[src/rtl/rr_req_agent.sv]
// rr_req_agent: per-master FIFOs raise requests to a round-robin arbiter; the granted head
// moves into one registered valid/ready slot. Optional starvation checker: RR_STARVE_CHK_EN.
`ifndef N
`define N 8
`endif

module rr_req_agent #(
    parameter int unsigned DW    = 8,
    parameter int unsigned DEPTH = 4
`ifdef RR_STARVE_CHK_EN
    ,
    parameter int unsigned STARVE_LIMIT = 16
`endif
) (
    input  logic             i_clk,
    input  logic             i_rstn,
    input  logic [`N-1:0]    i_in_valid,
    input  logic [`N*DW-1:0] i_in_data,
    output logic [`N-1:0]    o_in_ready,
    output logic [`N-1:0]    o_req,
    input  logic [`N-1:0]    i_grant,
    output logic             o_out_valid,
    output logic [DW-1:0]    o_out_data,
    output logic [`N-1:0]    o_out_src,
    input  logic             i_out_ready,
    output logic             o_grant_err
`ifdef RR_STARVE_CHK_EN
    ,
    output logic [`N-1:0]    o_starve_err
`endif
);
    localparam int unsigned N  = `N;
    localparam int unsigned AW = $clog2(DEPTH);
    localparam int unsigned IW = (N > 1) ? $clog2(N) : 1;
    localparam logic [AW:0] PTR_ONE  = (AW + 1)'(1);
    localparam logic [AW:0] PTR_FULL = {1'b1, {AW{1'b0}}};

    logic [AW:0]   r_wptr [N];
    logic [AW:0]   r_rptr [N];
    logic [DW-1:0] r_mem  [N][DEPTH];
    logic          r_out_valid;
    logic [DW-1:0] r_out_data;
    logic [N-1:0]  r_out_src;
    logic          r_grant_err;

    logic [N-1:0]  w_full;
    logic [N-1:0]  w_empty;
    logic [N-1:0]  w_push;
    logic [N-1:0]  w_pop;
    logic          w_slot_free;
    logic          w_grant_onehot;
    logic          w_grant_legal;
    logic          w_pop_en;
    logic [IW-1:0] w_pop_idx;
    logic [DW-1:0] w_head;

    always_comb begin
        w_empty = '0;
        w_full  = '0;
        for (int i = 0; i < N; i++) begin
            w_empty[i] = (r_wptr[i] == r_rptr[i]);
            w_full[i]  = ((r_wptr[i] ^ r_rptr[i]) == PTR_FULL);
        end
    end

    assign w_slot_free = !r_out_valid || i_out_ready;
    assign o_req       = w_slot_free ? ~w_empty : '0;
    assign o_in_ready  = ~w_full;
    assign w_push      = i_in_valid & ~w_full;

    assign w_grant_onehot = (i_grant != '0) && ((i_grant & (i_grant - N'(1))) == '0);
    assign w_grant_legal  = (o_req != '0) ? (w_grant_onehot && ((i_grant & ~o_req) == '0))
                                          : (i_grant == '0);
    assign w_pop_en       = w_grant_legal && (i_grant != '0);
    assign w_pop          = w_pop_en ? i_grant : '0;

    always_comb begin
        w_pop_idx = '0;
        for (int i = 0; i < N; i++) begin
            if (i_grant[i]) w_pop_idx = IW'(i);
        end
    end

    assign w_head = r_mem[w_pop_idx][r_rptr[w_pop_idx][AW-1:0]];

    always_ff @(posedge i_clk or negedge i_rstn) begin
        if (!i_rstn) begin
            for (int i = 0; i < N; i++) begin
                r_wptr[i] <= '0;
                r_rptr[i] <= '0;
            end
        end else begin
            for (int i = 0; i < N; i++) begin
                if (w_push[i]) r_wptr[i] <= r_wptr[i] + PTR_ONE;
                if (w_pop[i])  r_rptr[i] <= r_rptr[i] + PTR_ONE;
            end
        end
    end

    // Storage needs no reset: emptiness is defined purely by the pointers.
    always_ff @(posedge i_clk) begin
        for (int i = 0; i < N; i++) begin
            if (w_push[i]) r_mem[i][r_wptr[i][AW-1:0]] <= i_in_data[i*DW +: DW];
        end
    end

    always_ff @(posedge i_clk or negedge i_rstn) begin
        if (!i_rstn) begin
            r_out_valid <= 1'b0;
            r_out_data  <= '0;
            r_out_src   <= '0;
            r_grant_err <= 1'b0;
        end else begin
            if (w_pop_en) begin
                r_out_valid <= 1'b1;
                r_out_data  <= w_head;
                r_out_src   <= i_grant;
            end else if (i_out_ready) begin
                r_out_valid <= 1'b0;
            end
            if (!w_grant_legal) r_grant_err <= 1'b1;
        end
    end

    assign o_out_valid = r_out_valid;
    assign o_out_data  = r_out_data;
    assign o_out_src   = r_out_src;
    assign o_grant_err = r_grant_err;

`ifdef RR_STARVE_CHK_EN
    localparam int unsigned SW = $clog2(STARVE_LIMIT) + 1;
    localparam logic [SW-1:0] LIMIT   = SW'(STARVE_LIMIT);
    localparam logic [SW-1:0] CNT_ONE = SW'(1);

    logic [SW-1:0] r_starve_cnt [N];
    logic [SW-1:0] w_starve_cnt [N];
    logic [N-1:0]  r_starve_err;

    // Counts cycles a requesting port watches another port win; saturates at the limit.
    always_comb begin
        for (int i = 0; i < N; i++) begin
            w_starve_cnt[i] = r_starve_cnt[i];
            if (i_grant[i]) begin
                w_starve_cnt[i] = '0;
            end else if (o_req[i] && (i_grant != '0) && (r_starve_cnt[i] != LIMIT)) begin
                w_starve_cnt[i] = r_starve_cnt[i] + CNT_ONE;
            end
        end
    end

    always_ff @(posedge i_clk or negedge i_rstn) begin
        if (!i_rstn) begin
            for (int i = 0; i < N; i++) r_starve_cnt[i] <= '0;
            r_starve_err <= '0;
        end else begin
            for (int i = 0; i < N; i++) begin
                r_starve_cnt[i] <= w_starve_cnt[i];
                if (w_starve_cnt[i] == LIMIT) r_starve_err[i] <= 1'b1;
            end
        end
    end

    assign o_starve_err = r_starve_err;
`endif

endmodule

[config.mk]
export PLATFORM = sky130hd
export DESIGN_NAME = rr_req_agent
export DESIGN_NICKNAME = d
export VERILOG_FILES = /design/src/rtl/rr_req_agent.sv
export SDC_FILE = /design/constraint.sdc
export NUM_CORES = 1
export LEC_CHECK = 0
export CORE_MARGIN = 2
export CORE_UTILIZATION = 37
export DETAILED_ROUTE_END_ITERATION = 12
export PLACE_DENSITY = 0.59
export SLEW_MARGIN = 10
export SYNTH_ARGS = -nofsm -noshare
export SYNTH_HDL_FRONTEND = slang
export SYNTH_SLANG_ARGS = --single-unit
[constraint.sdc]
create_clock -name i_clk -period 2.1 [get_ports i_clk]
set_input_delay 0.525 -clock i_clk [delete_from_list [all_inputs] [get_ports i_clk]]
set_output_delay 0.525 -clock i_clk [all_outputs]
set_load 0.02 [all_outputs]
==> metrics, run 1 <==
# clock sinks=322; Final setup violation count=51; final instance area=approximately 19,000 um^2; largest net degree at the start of global routing=36; Vias=9,428; FF-to-FF setup slack=-0.37 ns; area leader, netlist=edfxtp_1; Reg area=9340 um^2; Skew-Pair Late Insertion Delay=0.52 ns; fmax=~410 MHz; Pre-antenna DRT Iters=5; post-synthesis simple-gate area fraction=0.0924; ant diodes=0; via density per instance=5.06; Worst setup SP type=flip-flop; detailed placement HPWL=28,300 um; post-synth cell types=59; Hold Path Class=flip-flop to flip-flop; total of max-cap violations=0; die width=between 150 and 200 um; Clock Path Buffers=3; relative slew slack=0.664; unrepaired setup endpoints after global routing=true; Yosys top cell area share=0.552; critical path class=flip-flop to flip-flop; number of buffers added on ports=between 100 and 150; Util after Layout=0.511; CTS tree=done; final net count=1,448; clock slew at reported path FFs=approximately 0.06 ns; sequential area share after synthesis=0.671; clock skew=0.0237 ns; worst vdd ir=1.02 mV; GR Util All Layers=0.197; # DRC=0; Synth Area in XOR/XNOR=0.0352; Synth Area in Compound Gates=0.0863; clock buffer count from CTS=34; initial drt markers=714; area post-placement=17,200 um^2; Cell Area, Synth=13,900 um^2; top cells by count, synth=edfxtp_1 (256), nand2_1 (129), dfrtp_1 (66), mux2i_1 (59), ha_1 (40); final worst-path setup slack=-0.365 ns; Routed Antenna Nets=0; Slew Viols, Final=0; row cnt=71; gpl congestion=0.837; first-pass GRT wire length=57,200 um; top-count cell post-synth=edfxtp_1; post-synthesis adder-cell area fraction=0.0360; Post-synth ARST share=0.205; Synth area leaders=edfxtp_1 (55%), dfrtp_1 (12%), mux2i_1 (4.2%), ha_1 (3.6%), nand2_1 (3.5%); initial antenna violation count=0; CTS root buf=clkbuf_16; number of global-route vias before repair=9,722; chip height=198 um; die area=39,200 um^2; multi-input combinational cell area=between 4000 and 5000 um^2; #FFs+latches synth=322; overall power=22.6 mW; R2R cell count=8; Leak=7.72 nW; synth warn=0; Critical R2R Launch=r_wptr[6]; Worst-Margin Slew=0.504 ns; Worst Setup SP=r_wptr[6]; Initial Util=0.372; outcome=complete, but fails checks; CP endpoint kind=flip-flop; Avg Synthesized Cell Area=approximately 14 um^2; failing checks=setup timing; Net Count, Synth=1,129; area added between synthesis and finish=37.2%; RR Endpoint=r_rptr[13]; Avg WL per Cell=20.6 um; setup TNS=-12.94 ns; arrival time worst endpoint=2.86 ns; multiplexer area fraction after synthesis=0.0554; largest family of logic cells by synthesized area=simple AND/OR/NAND/NOR gates; Post-Syn Instances=approximately 1,000; GRT overflow=0; # H-tree levels=2; wirelength, routed=38,400 um; end point of the critical path=r_rptr[13]; Worst EP required=about 2.5 ns; ys flop type=edfxtp_1; Max FO, Critical Path=8; Top-Level Pins=117; final count of hold timing violations=0; fill cell count=3,171; share of post-route cells with drive strength above 1=0.283; post-layout minimum cycle time=roughly 2.5 ns; EDFF count, synth=~260; Post-Place Setup Slack=-0.982 ns; Core Box Area=37,400 um^2; P per Cell Area=1190 nW/um^2; fin crit share=1.17
## cell type report
class	instances	share of cell area
flip-flops and latches	322	0.489
multi-input cells	613	0.249
repair buffers	325	0.162
clock buffers	43	0.0480
well taps	511	0.0335
clock inverters	19	0.0131
inverters	29	0.00570
## where the power goes
part | total [mW] | internal [mW] | switching (mW) | leakage [nW]
Sequential | 9.22 | 8.51 | 0.716 | 3.16
Clock | 6.22 | 3.74 | 2.47 | 0.571
Combinational | 7.20 | 3.37 | 3.84 | 3.99
Total | 22.6 | 15.6 | 7.03 | 7.72
## per-stage QoR
step	cells	hold slack [ns]
after floorplan	1006	0.229
after global placement	1784	0.465
after detailed placement	1784	0.465
after CTS	1857	0.484
after global routing	1862	0.515
final	1862	0.484
## routing by layer
metal	vias to the layer above	track usage	wire, um
li1	4384	-	-
met1	4715	0.257	16600
met2	259	0.338	19000
met3	70	0.0264	1650
met4	0	0.0682	1160
met5	-	0	0
## layout by cell type, fill, tap and decap left out, types with 6 or more instances in the layout
cell type,count
a211o_1,8
a211oi_1,9
a21oi_1,28
a221oi_1,7
a22oi_1,9
a31oi_1,9
a32o_1,8
a32oi_1,16
and2_1,8
and3_1,32
and4_1,8
buf_12,22
buf_4,171
buf_6,31
clkbuf_1,7
clkbuf_16,35
clkdlybuf4s50_1,87
clkinv_2,7
dfrtp_1,65
dlygate4sd2_1,11
edfxtp_1,256
ha_1,40
inv_1,26
mux2_2,8
mux2_4,8
mux2i_1,58
nand2_1,121
nand2_2,6
nand2_4,7
nand3_1,23
nand3_2,6
nor2_1,24
o21ai_0,32
o21ai_2,7
o22ai_1,8
xnor2_1,23
xor2_1,12
xor2_2,19
## worst max-delay path, stage by stage (launching register included)
cell	delay, ns
dfrtp_1	0.43
xor2_2	0.20
nor3_2	0.28
a41oi_2	0.18
or4_4	0.56
nor4b_4	0.16
buf_6	0.16
nand2_2	0.09
mux2_4	0.29
## state kept, by name, indices dropped and copies added (netlist names)
signal,flops
o_grant_err,1
r_rptr,24
r_mem,256
o_out_src,8
r_wptr,24
o_out_data,8
o_out_valid,1
## kinds of logic (layout without fill, tap and decap cells)
family / count (synthesis) / count (layout)
adder cells (fa/ha/maj): 40 / 40
buffers and inverters: 71 / 416
AND/OR/NAND/NOR: 268 / 268
XOR/XNOR: 56 / 56
multiplexers: 75 / 75
flip-flops: 322 / 322
AO/OA/AOI/OAI: 174 / 174
## worst min-delay path by stage
stage,cells past startpoint,startpoint,endpoint
floorplan,0,i_rstn,o_grant_err
global placement,1,o_grant_err,o_grant_err
detailed placement,1,o_grant_err,o_grant_err
CTS,1,o_grant_err,o_grant_err
global route,1,o_grant_err,o_grant_err
finish,1,o_grant_err,o_grant_err
## timing repair
item / CTS / global route
pin swaps: 32 / 20
hold endpoints to repair: 12 / 0
cloned: 1 / 0
gates resized for setup: 186 / 38
hold buffers: 1 / 0
buffers inserted: 10 / 6
setup endpoints to repair: 63 / 58
Note: power is estimated with default switching activity, not from simulation.
==> run 2, diff against run 1 <==
--- a/config.mk
+++ b/config.mk
@@ -9,6 +9,7 @@
 export CORE_UTILIZATION = 37
 export DETAILED_ROUTE_END_ITERATION = 12
 export PLACE_DENSITY = 0.59
+export RECOVER_POWER = 50
 export SLEW_MARGIN = 10
 export SYNTH_ARGS = -nofsm -noshare
 export SYNTH_HDL_FRONTEND = slang
==> run 2 against run 1 <==
Against the previous run:
- the run still ends with setup timing left
- clock skew shrank 0.0010 ns
- die area is the same
- global-route usage is the same
- largest cell class unchanged
==> metrics, run 2 (same netlist as run 1, synthesis figures left out) <==
outcome=complete, but fails checks; failing checks=setup timing; Sequential Power Share=0.408; fmax=405 MHz; Vias=9,461; Hold WS=just under 0.5 ns; number of buffers added on ports=roughly 120; ant diodes=0; via density per instance=5.08; Worst Setup SP=r_wptr[1]; unrepaired setup endpoints after global routing=true; CTS tree=done; Top-Level Pins=117; power share of the combinational group=0.317; most common cell after layout, fill and taps aside=edfxtp_1; Worst setup SP type=flip-flop; fill cell count=3,174; die width=about 200 um; multi-input combinational cell area=4750 um^2; Avg WL per Cell=20.5 um; final count of hold timing violations=0; Skew-Pair Late Insertion Delay=0.52 ns; row cnt=71; initial antenna violation count=0; chip height=198 um; P per Cell Area=approximately 1200 nW/um^2; Hold Startpoint=o_grant_err; max reg flops=256; die area=39,200 um^2; # H-tree levels=2; share of post-route cells with drive strength above 1=0.283; CP endpoint kind=flip-flop; final instance area=19,100 um^2; Worst-Margin Slew=0.941 ns; Hold Path Class=flip-flop to flip-flop; arrival time worst endpoint=2.86 ns; critical path class=flip-flop to flip-flop; final worst-path setup slack=-0.369 ns; Clock Power Share=0.275; Final setup violation count=51; Routed Antenna Nets=0; clock buffer count from CTS=34; Reg area=about 9300 um^2; fin crit share=1.18; first-pass GRT wire length=57,200 um; GRT overflow=0; Critical R2R Launch=r_wptr[1]; P_int=15.6 mW; Pre-antenna DRT Iters=5; # DRC=0; clock slew at reported path FFs=0.06 ns; NetSw=approximately 7 mW; area added between synthesis and finish=37.1%; Slew Viols, Final=0; # clock sinks=roughly 320; Net Sw Frac=0.311; Core Box Area=37,400 um^2; Clock Path Buffers=3; wirelength, routed=38,200 um; Initial Util=0.372; GR Util All Layers=0.197; overall power=22.6 mW; initial drt markers=684; Worst EP required=2.49 ns; clock skew=around 0.023 ns; relative slew slack=0.373; gpl congestion=about 0.84; area post-placement=17,200 um^2; post-layout minimum cycle time=2.47 ns; setup TNS=-13.13 ns; Leak=7.73 nW; Post-Place Setup Slack=-0.982 ns; total of max-cap violations=0; most frequent cells in the layout=edfxtp_1 (256), buf_4 (170), nand2_1 (121); largest net degree at the start of global routing=36; worst vdd ir=1.02 mV; CTS root buf=clkbuf_16; detailed placement HPWL=roughly 28,000 um; number of global-route vias before repair=9,722; final net count=1,448; Max FO, Critical Path=8
run 2: cell types whose count changed in the layout (fill, tap and decap cells not counted):
cell / previous run / this run
buf_12: 22 / 21
clkbuf_4: 0 / 1
clkbuf_2: 0 / 1
dlygate4sd3_1: 1 / 65
buf_4: 171 / 170
clkdlybuf4s50_1: 87 / 23
run 2: timing repair:
action	4_1_cts	5_1_grt
setup buffers	10	6
endpoints found under the setup margin	63	58
hold buffers	1	0
gates cloned	1	0
resized for setup	186	38
pin swaps	32	20
endpoints found under the hold margin	12	0
run 2: layer usage:
layer  up-vias  share of wire  global-route usage
met1      4710           0.43               0.257
met5         -              0                   0
met3        71          0.044              0.0264
met4         0          0.030              0.0682
met2       291           0.50               0.338
li1       4389              -                   -
run 2: cell type report:
cell class | count | share of cell area
timing repair buffer | 325 | 0.161
clock buffer | 43 | 0.0480
tap | 511 | 0.0335
multi-input combinational | 613 | 0.249
inverter | 29 | 0.00570
sequential | 322 | 0.489
clock inverter | 19 | 0.0131
run 2: critical path, stage by stage (launching register included):
cell and delay [ns]:
dfrtp_1 0.41, xor2_2 0.20, nor3_2 0.30, a41oi_2 0.18, or4_4 0.56, nor4b_4 0.16, buf_6 0.16, nand2_2 0.09
mux2_4 0.29
run 2: path summary, 6_finish.rpt:
kind / endpoint / slack, ns / cells after the start
worst max register to register: r_rptr[13] / -0.37 / 8
worst min register to register: o_grant_err / 0.48 / 1
max in group asynchronous: r_wptr[5] / 0.25 / 3
worst max-delay path: r_rptr[13] / -0.37 / 8
worst min-delay path: o_grant_err / 0.48 / 1
min in group asynchronous: r_wptr[3] / 0.69 / 2
run 2: stage by stage:
| step | util | std cells |
|---|---|---|
| CTS | 0.506 | 1857 |
| global placement | 0.461 | 1784 |
| global route | 0.510 | 1862 |
| detailed placement | 0.461 | 1784 |
| floorplan | - | 1006 |
| finish | 0.510 | 1862 |
run 2: power groups by stage:
stage	clock network [mW]	registers [mW]	logic, mW
final	6.22	9.22	7.17
after global routing	6.57	9.35	7.84
after CTS	6.32	9.20	6.99
after detailed placement	0	9.24	6.43
after global placement	0	9.21	6.34
after floorplan	0	9.35	2.83
